$ cat src/rtl/fwd_ctrl_unit.sv
// rtl/fwd_ctrl_unit.sv - operand-forwarding select and load-use stall control beside ID/EX
// Optional stall counter output stall_cnt_o is enabled by defining FWD_PERF_CNT_EN.
module fwd_ctrl_unit #(
  parameter int ADDR_W = 5,
  parameter int CNT_W  = 16
) (
  input  logic              clk_i,
  input  logic              rst_i,
  input  logic              id_valid_i,
  input  logic [ADDR_W-1:0] id_rs1_i,
  input  logic [ADDR_W-1:0] id_rs2_i,
  input  logic              id_rs1_used_i,
  input  logic              id_rs2_used_i,
  input  logic [ADDR_W-1:0] id_rd_i,
  input  logic              id_regwrite_i,
  input  logic              id_memread_i,
  input  logic              flush_i,
  output logic              stall_o,
  output logic [1:0]        fwd_a_sel_o,
  output logic [1:0]        fwd_b_sel_o
`ifdef FWD_PERF_CNT_EN
  ,
  output logic [CNT_W-1:0]  stall_cnt_o
`endif
);

  localparam logic [1:0] SEL_RF  = 2'b00;
  localparam logic [1:0] SEL_WB  = 2'b01;
  localparam logic [1:0] SEL_ALU = 2'b10;

  logic              ex_valid;
  logic [ADDR_W-1:0] ex_rd;
  logic              ex_regwrite;
  logic              ex_memread;

  logic              mem_valid;
  logic [ADDR_W-1:0] mem_rd;
  logic              mem_regwrite;
  logic              mem_memread;

  logic              wb_valid;
  logic [ADDR_W-1:0] wb_rd;
  logic              wb_regwrite;
  logic              wb_memread;

  logic ex_hit_a;
  logic ex_hit_b;
  logic mem_hit_a;
  logic mem_hit_b;
  logic load_use;
  logic ex_load;
  logic [1:0] sel_a_d;
  logic [1:0] sel_b_d;

  // A record only forwards if it really writes a non-x0 register the consumer reads.
  assign ex_hit_a  = id_rs1_used_i & ex_valid & ex_regwrite & (ex_rd != '0) & (ex_rd == id_rs1_i);
  assign ex_hit_b  = id_rs2_used_i & ex_valid & ex_regwrite & (ex_rd != '0) & (ex_rd == id_rs2_i);
  assign mem_hit_a = id_rs1_used_i & mem_valid & mem_regwrite & (mem_rd != '0) & (mem_rd == id_rs1_i);
  assign mem_hit_b = id_rs2_used_i & mem_valid & mem_regwrite & (mem_rd != '0) & (mem_rd == id_rs2_i);

  assign load_use = id_valid_i & ~flush_i & ex_valid & ex_memread & (ex_rd != '0)
                  & ((id_rs1_used_i & (ex_rd == id_rs1_i)) | (id_rs2_used_i & (ex_rd == id_rs2_i)));

  assign stall_o = load_use;
  assign ex_load = ~load_use & ~flush_i;

  always_comb begin
    sel_a_d = SEL_RF;
    sel_b_d = SEL_RF;
    if (ex_load && id_valid_i) begin
      if (ex_hit_a) begin
        sel_a_d = SEL_ALU;
      end else if (mem_hit_a) begin
        sel_a_d = SEL_WB;
      end
      if (ex_hit_b) begin
        sel_b_d = SEL_ALU;
      end else if (mem_hit_b) begin
        sel_b_d = SEL_WB;
      end
    end
  end

  always_ff @(posedge clk_i) begin
    if (!rst_i) begin
      ex_valid     <= 1'b0;
      ex_rd        <= '0;
      ex_regwrite  <= 1'b0;
      ex_memread   <= 1'b0;
      mem_valid    <= 1'b0;
      mem_rd       <= '0;
      mem_regwrite <= 1'b0;
      mem_memread  <= 1'b0;
      wb_valid     <= 1'b0;
      wb_rd        <= '0;
      wb_regwrite  <= 1'b0;
      wb_memread   <= 1'b0;
      fwd_a_sel_o  <= SEL_RF;
      fwd_b_sel_o  <= SEL_RF;
    end else begin
      wb_valid     <= mem_valid;
      wb_rd        <= mem_rd;
      wb_regwrite  <= mem_regwrite;
      wb_memread   <= mem_memread;
      mem_valid    <= ex_valid;
      mem_rd       <= ex_rd;
      mem_regwrite <= ex_regwrite;
      mem_memread  <= ex_memread;
      if (ex_load) begin
        ex_valid    <= id_valid_i;
        ex_rd       <= id_rd_i;
        ex_regwrite <= id_regwrite_i;
        ex_memread  <= id_memread_i;
      end else begin
        ex_valid    <= 1'b0;
        ex_rd       <= '0;
        ex_regwrite <= 1'b0;
        ex_memread  <= 1'b0;
      end
      fwd_a_sel_o <= sel_a_d;
      fwd_b_sel_o <= sel_b_d;
    end
  end

  // The WB record is kept for pipeline visibility; no select path reads it.
  logic unused_rec;
  assign unused_rec = ^{wb_valid, wb_rd, wb_regwrite, wb_memread, mem_memread};

`ifdef FWD_PERF_CNT_EN
  always_ff @(posedge clk_i) begin
    if (!rst_i) begin
      stall_cnt_o <= '0;
    end else if (stall_o && (stall_cnt_o != {CNT_W{1'b1}})) begin
      stall_cnt_o <= stall_cnt_o + {{(CNT_W-1){1'b0}}, 1'b1};
    end
  end
`else
  logic unused_cnt_w;
  assign unused_cnt_w = (CNT_W > 0);
`endif

endmodule

$ cat config.mk
export PLATFORM = sky130hd
export DESIGN_NAME = fwd_ctrl_unit
export DESIGN_NICKNAME = d
export VERILOG_FILES = /design/src/rtl/fwd_ctrl_unit.sv
export SDC_FILE = /design/constraint.sdc
export NUM_CORES = 1
export LEC_CHECK = 0
export ABC_AREA = 0
export BUFFER_PORTS_ARGS = -buffer_cell sky130_fd_sc_hd__buf_2
export CORE_UTILIZATION = 51
export DETAILED_ROUTE_END_ITERATION = 8
export PLACE_DENSITY = 0.81
export SYNTH_ARGS = -nofsm -noshare
export SYNTH_HDL_FRONTEND = slang
export SYNTH_SLANG_ARGS = --single-unit
$ cat constraint.sdc
create_clock -name clk_i -period 2.7 [get_ports clk_i]
set_input_delay 0.54 -clock clk_i [delete_from_list [all_inputs] [get_ports clk_i]]
set_output_delay 0.54 -clock clk_i [all_outputs]
set_load 0.01 [all_outputs]
-- Word-level counts from Yosys, hierarchy flattened
Cells that the tools add are included.
- flip-flop bits (word level): 19
- input port bits: 23
- output and inout bits: 5
- logic and storage cells: 55
- equality and inequality tests: 4
- multiplexer cells: 4
- bitwise gates (word level): 29
- reduce and logical (&&, ||, !) cells: 7
- operator list (cell ; count):
    $and A1 B1 Y1 ; 24
    $eq A5 B5 Y1 ; 4
    $reduce_bool A5 Y1 ; 2
    $reduce_or A3 Y1 ; 2
    $mux W2 ; 2
    $not A1 Y1 ; 4
    $reduce_and A2 Y1 ; 2
    $mux W1 ; 2
    $logic_and A1 B1 Y1 ; 1
    $or A1 B1 Y1 ; 1

-- Logic depth before layout (Yosys ltp)
Gate-level depths: netlist (run 1).
- depth in word-level cells: 11
- depth in mapped cells: 6
- depth with buffers taken out: 5

-- Least setup slack after synthesis (run 1)
Ideal clock, no wire load.
- path kind: input-to-output
- from: in id_rs1_i[3]
- to: out stall_o
- arrival: 1.414 ns
- data required time: 2.160 ns
- slack: 0.746 ns
- cell stages on the path: 5
- path buffers: 1
- cell sequence: xor2_1 > nor4_1 > nand3_1 > a21oi_2 > buf_6
- longest elaborated chain between the ends: 4
- ends and longest elaborated chain (item ; line ; text):
    start: declaration ; 10 ; input logic [ADDR_W-1:0] id_rs1_i,
    $eq A5 B5 Y1 ; 62 ; & ((id_rs1_used_i & (ex_rd == id_rs1_i)) | (id_rs2_used_i & (ex_rd == id_rs2_i)));
    $and A1 B1 Y1 ; 62 ;
    $or A1 B1 Y1 ; 62 ;
    $and A1 B1 Y1 ; 62 ;
    end: declaration ; 18 ; output logic stall_o,
Every way passes these cells.

-- Final worst setup path (run 1)
- from: reg ex_rd[3]
- to: out stall_o
- longest elaborated chain between the ends: 4
- elaborated cells on any way between the ends: 8
- classes of those cells: eq/ne: 2; bitwise: 5; reduce/logical: 1
- ends and longest elaborated chain (item ; line ; text):
    start: declaration ; 32 ; logic [ADDR_W-1:0] ex_rd;
    start signal: assignment ; 111 ; ex_rd <= id_rd_i;
    $eq A5 B5 Y1 ; 62 ;
    $and A1 B1 Y1 ; 62 ;
    $or A1 B1 Y1 ; 62 ;
    $and A1 B1 Y1 (*) ; 62 ;
Every way passes the cells marked *; elsewhere a longest branch is shown, timed or not.

==> flow_metrics.py, run 1 <==
metrics = {
    "outcome": {
        "outcome": "finished clean",
    },
    "power_and_ir_drop": {
        "power.density_nw_per_um2": 484,
        "leakage_nw": 0.480,
        "switchingPower_w": 0.000110,
        "max-vdd-ir-drop_mv": 0.361,
        "seqPwrFrac_pct": 61.0,
        "combPwrFrac_pct": 11.5,
        "internal_power_w": 0.000374,
        "swShare_pct": 22.7,
        "p_total_w": 0.000484,
        "clkPwrFrac_pct": 27.5,
    },
    "timing": {
        "whs_ns": 0.456,
        "setup_ws_ns": 0.544,
        "worst_slew_pin_slew_ns": 0.347,
        "post-route-period-util_pct": 79.8,
        "slew_headroom_pct": 76.7,
        "final.setup.tns_ns": 0,
        "finClkSkew_ns": 0.00788,
        "finalCriticalPeriod_ns": 2.16,
        "grt_setup_unrepaired": "false",
        "final_max_slew_viol_count": 0,
        "finalHoldViolations": 0,
        "clock.fmax_ghz": 0.464,
        "setup_viol": 0,
    },
    "layout": {
        "nets": 145,
        "area_growth_pct": 21.6,
        "antenna_cells": 0,
        "layout_commonest_cell": "buf_2",
        "final_area_sq_um": 1000,
        "mostFrequentLayoutCells": "27 x buf_2, 19 x dfxtp_1, 16 x xor2_1, 14 x nor2_1, 10 x nand2_1",
        "final_layout_size_suffix_gt1_share_pct": 28.9,
    },
    "drt": {
        "via_count": 689,
        "drt_iter0_drc": 13,
        "wl_mm": 1.55,
        "routed_via_density": 5.03,
        "drcViolationCount": 0,
        "wl_met1_um": 655,
        "drt-pass1-iter-count": 4,
        "routed.top_layer": "met4",
        "drtAntennaViolNets": 0,
        "dr_wl_met2_um": 811,
        "route.detailed.wl_per_inst_um": 11.3,
        "routed-wl-met3_um": 78,
    },
    "cts": {
        "cts_buffers": 3,
        "h-tree-depth": 1,
        "cts_buffer_depth": 2,
        "root_buffer": "clkbuf_4",
        "cts_sinks": 19,
        "clk-insertion-delay-late_ns": 0.28,
        "path_clk_slew_ns": 0.10,
        "cts_setup_buffers": 0,
        "cts_tree": "done",
        "cts.repair.resized": 0,
        "cts_hold_buf": 0,
    },
    "floorplan": {
        "die_x_um": 42.2,
        "num_rows": 14,
        "die_h_um": 42.2,
        "initial_utilization_pct": 54.7,
        "io_pins": 28,
        "dieArea_sq_um": 1780,
        "core_sq_um": 1510,
    },
    "placed_design": {
        "port_buffers": 27,
        "dp_slack_ns": 0.583,
        "place_area_sq_um": 975,
        "hpwl_mm": 1.32,
        "gp_congestion": 0.874,
    },
    "yosys": {
        "synth_area_sq_um": 823,
        "synth.distinct_cells": 18,
        "ys_ff_latch": 19,
        "synth_nets": 113,
        "yosysSeqAreaShare_pct": 46.2,
        "synth_area_leader_cell": "dfxtp_1",
        "syn_avg_cell_area_sq_um": 9.15,
        "synth.top_cell.area_share_pct": 46.2,
        "yosysWarnings": 0,
        "synth_area_leaders": "dfxtp_1 46%, xor2_1 17%, nor2_1 6.4%",
        "syn_inst": 90,
    },
    "critical_path": {
        "critPathKind": "reg -> out",
        "path_max_fanout": 4,
        "endpoint_kind": "output port",
        "worst_ep_required_time_ns": 2.16,
        "cp.arrival_ns": 1.62,
        "cp-start-kind": "flip-flop",
    },
    "grt": {
        "antenna_found_initial": 0,
        "grt_pass1_wl_mm": 2.60,
        "grt_max_degree": 11,
        "grt_pass1_vias": 652,
        "grt_usage_pct": 19.3,
        "grt_overflow": 0,
    },
    "worst_hold_path": {
        "hold_class": "in -> reg",
    },
    "flow_run": {
        "cap_viol_max_count": 0,
    },
}
-- per-stage QoR --
stage          cells  util (%)
6_report         137      66.4
5_1_grt          137      66.4
4_1_cts          137      66.4
3_5_place_dp     133      64.7
3_3_place_gp     133      64.7
2_1_floorplan     90         -
-- area by class of cell --
class,instances,area (sq um)
multi-input cells,70,432
repair buffers,28,143
fillers,130,505
clock buffers,4,26.3
well taps,16,20.0
flip-flops and latches,19,380
-- synthesized netlist by cell type (all sizes together) --
cell type  number
a21oi           1
and2            7
and2b           1
buf             1
dfxtp          19
nand2          10
nand3           3
nand4           3
nor2           14
nor2b           1
nor3            4
nor4            4
or3             1
or4             1
xnor2           4
xor2           16
-- kinds of logic after synthesis --
logic type | share of synthesized area (%)
XOR/XNOR | 21.3
buffers and inverters | 1.37
AND/OR/NAND/NOR | 30.1
AO/OA/AOI/OAI | 1.06
flip-flops | 46.2
-- path summary, 6_finish.rpt --
check	from	endpoint	slack, ns	cells after the start
worst max-delay path	ex_rd[3]	stall_o	0.54	5
worst min-delay path	id_regwrite_i	ex_regwrite	0.46	3
worst max register to register	ex_rd[3]	ex_rd[3]	1.16	6
worst min register to register	ex_regwrite	mem_regwrite	0.47	1
-- power by group through the flow --
stage	combinational (W)	clock (W)	sequential [W]
6_report	0.0000556	0.000133	0.000295
5_1_grt	0.0000627	0.000149	0.000296
4_1_cts	0.0000559	0.000137	0.000295
3_5_place_dp	0.0000556	0	0.000302
3_3_place_gp	0.0000535	0	0.000302
2_1_floorplan	0.0000294	0	0.000300
-- sequential cells by signal, indices dropped and copies added, names as in the netlist --
name,count
mem_valid,1
mem_regwrite,1
ex_memread,1
mem_rd,5
ex_regwrite,1
fwd_a_sel_o,2
fwd_b_sel_o,2
ex_rd,5
ex_valid,1
-- routing by layer --
layer | vias to the layer above | global-route usage [%]
met5 | - | 0
met4 | 0 | 5.63
met3 | 2 | 5.17
met2 | 27 | 36.0
met1 | 303 | 21.1
li1 | 357 | -
-- critical path, cell delays in order (launching register included) --
cell	delay (ns)
dfxtp_1	0.37
xor2_1	0.17
nor4_1	0.28
nand3_1	0.18
a21oi_2	0.19
buf_2	0.15
Power figures use the tool's default switching activity.
==> inputs of run 2 (changes only) <==
ABC_AREA = 1   (was 0)
CORE_UTILIZATION = 45   (was 51)
PLACE_DENSITY = 0.74   (was 0.81)
clock period = 1.9 ns   (was 2.7 ns; I/O delays follow)
==> flow_metrics.py, run 2 <==
metrics = {
    "critical_path": {
        "r2r_setup_slack_ns": 0.66,
        "cp.arrival_ns": 1.43,
        "cp-start-kind": "flip-flop",
        "critPathBufInv": 3,
        "r2r_cells": 9,
        "reg2reg_to": "ex_rd[1]",
        "cpPeakStageDelay_ns": 0.39,
        "crit_chain": "inv_2 -> nand2_1 -> nand2_1 -> nor2_1 -> nand3_1 -> nand2_1 -> nand2_2 -> inv_1 -> buf_2",
        "endpoint_kind": "output port",
        "reg2reg_from": "ex_rd[1]",
        "crit_top_cell": "nand2_1",
        "critPathKind": "reg -> out",
        "path_max_fanout": 5,
        "slowest_stage": "dfxtp_2",
        "critical-path-top-delay-family": "simple AND/OR/NAND/NOR gates",
        "worst_ep_required_time_ns": 1.52,
    },
    "timing": {
        "slew_headroom_pct": 85.3,
        "worst_slew_pin_slew_ns": 0.219,
        "finalCriticalPeriod_ns": 1.81,
        "final_max_slew_viol_count": 0,
        "whs_ns": 0.271,
        "finClkSkew_ns": 0.0115,
        "finalHoldViolations": 0,
        "clock.fmax_ghz": 0.551,
        "grt_setup_unrepaired": "false",
        "final.setup.tns_ns": 0,
        "setup_viol": 0,
        "post-route-period-util_pct": 95.5,
    },
    "yosys": {
        "syn_inst": 155,
        "ys.flop_type": "dfxtp_1",
        "synth_area_sq_um": 957,
        "yosysSeqAreaShare_pct": 39.7,
        "synth_area_leaders": "dfxtp_1 40%, nand2_1 18%, inv_1 12%",
        "synth.distinct_cells": 17,
        "yosysWarnings": 0,
        "synth_nets": 178,
        "synth_area_leader_cell": "dfxtp_1",
        "ys_ff_latch": 19,
        "async_reset_ff_share_pct": 0,
        "syn_avg_cell_area_sq_um": 6.18,
        "synth_common_cells": "46 x nand2_1, 31 x inv_1, 29 x nor2_1",
        "synth_edf_count": 0,
        "yosysMostFrequentCell": "nand2_1",
        "synth.top_cell.area_share_pct": 39.7,
    },
    "placed_design": {
        "port_buffers": 27,
        "gp_congestion": 0.882,
        "hpwl_mm": 1.61,
    },
    "layout": {
        "antenna_cells": 0,
        "layout_commonest_cell": "nand2_1",
        "top_regs": "ex_rd: 5 flops, mem_rd: 5 flops",
        "nets": 210,
        "mostFrequentLayoutCells": "46 x nand2_1, 31 x inv_1, 29 x nor2_1, 27 x buf_2, 15 x dfxtp_1",
        "area_growth_pct": 21.6,
        "final_layout_size_suffix_gt1_share_pct": 23.7,
    },
    "outcome": {
        "outcome": "finished clean",
    },
    "drt": {
        "via_count": 967,
        "route.detailed.wl_per_inst_um": 9.51,
        "drtAntennaViolNets": 0,
        "drcViolationCount": 0,
        "routed_via_density": 4.54,
        "drt-pass1-iter-count": 4,
        "drt_iter0_drc": 21,
        "wl_mm": 2.03,
    },
    "grt": {
        "grt_pass1_wl_mm": 3.08,
        "grt_usage_pct": 19.9,
        "grt_max_degree": 12,
        "grt_overflow": 0,
        "antenna_found_initial": 0,
        "grt_pass1_vias": 762,
    },
    "worst_hold_path": {
        "hold_depth": 3,
        "hold_path_startpoint": "id_rd_i[0]",
        "hold_class": "in -> reg",
        "worstHoldEndpoint": "ex_rd[0]",
    },
    "floorplan": {
        "die_x_um": 48.1,
        "io_pins": 28,
        "die_h_um": 48.1,
        "initial_utilization_pct": 48.3,
        "core_sq_um": 1980,
        "num_rows": 16,
        "dieArea_sq_um": 2320,
    },
    "power_and_ir_drop": {
        "max-vdd-ir-drop_mv": 0.437,
        "leakage_nw": 0.678,
        "power.density_nw_per_um2": 621,
    },
    "cts": {
        "path_clk_slew_ns": 0.12,
        "cts_hold_buf": 0,
        "cts_buffer_depth": 2,
        "cts_tree": "done",
        "root_buffer": "clkbuf_4",
        "cts_buffers": 3,
        "clk-insertion-delay-late_ns": 0.30,
        "h-tree-depth": 1,
        "cts_sinks": 19,
    },
    "flow_run": {
        "cap_viol_max_count": 0,
    },
}
-- run 2: final cells by class --
class / count / area (sq um)
flip-flops and latches: 19 / 388
inverters: 35 / 131
clock buffers: 3 / 22.5
fillers: 200 / 818
repair buffers: 28 / 143
well taps: 27 / 33.8
clock inverters: 1 / 5.00
multi-input cells: 100 / 440
-- run 2: where the power goes --
part	total [W]	switching (W)	internal, W
Clock	0.000204	0.000125	0.0000783
Combinational	0.0000993	0.0000541	0.0000451
Sequential	0.000420	0.0000109	0.000409
Total	0.000723	0.000190	0.000532
-- run 2: cells by family (layout without fill, tap and decap cells) --
logic type | after synthesis | count (layout) | share of synthesized area [%]
simple gates | 90 | 90 | 38.7
buf+inv | 36 | 67 | 14.2
flops | 19 | 19 | 39.7
compound gates | 5 | 5 | 2.75
xor+xnor | 5 | 5 | 4.57
-- run 2: worst max path at each step --
stage	start	endpoint	depth (start not counted)
2_1_floorplan	id_rs2_i[1]	stall_o	8
3_3_place_gp	id_rs2_i[0]	stall_o	10
3_5_place_dp	id_rs2_i[0]	stall_o	10
4_1_cts	ex_rd[0]	stall_o	9
5_1_grt	ex_rd[3]	stall_o	9
6_report	ex_rd[1]	stall_o	9
-- run 2: per-layer routing --
layer	vias up	part of all wire [%]	track usage [%]
li1	510	-	-
met2	35	50	33.0
met4	0	0.84	6.67
met3	4	5.8	4.81
met5	-	0	0
met1	418	44	25.3
-- run 2: repair_timing --
item                                   4_1_cts  5_1_grt
setup endpoints to repair                    0        1
buffers inserted                             0        1
endpoints found under the hold margin        0        0
resized for setup                            0        5
-- run 2: metrics by stage --
step / cell area, sq um / total power [W] / utilization (%) / instances / setup slack (ns)
after floorplan: 957 / 0.000485 / - / 155 / 0.627
after CTS: 1150 / 0.000728 / 58.0 / 212 / 0.00936
final: 1160 / 0.000723 / 58.7 / 213 / 0.0856
after detailed placement: 1120 / 0.000527 / 56.6 / 208 / 0.294
after global routing: 1160 / 0.000763 / 58.7 / 213 / 0.00314
after global placement: 1120 / 0.000524 / 56.6 / 208 / 0.298
-- run 2: worst min-delay path, delay by kind of cell --
| kind | cells | cell delay (ns) |
|---|---|---|
| buffers and inverters | 2 | 0.13 |
| and+or+nand+nor | 1 | 0.03 |
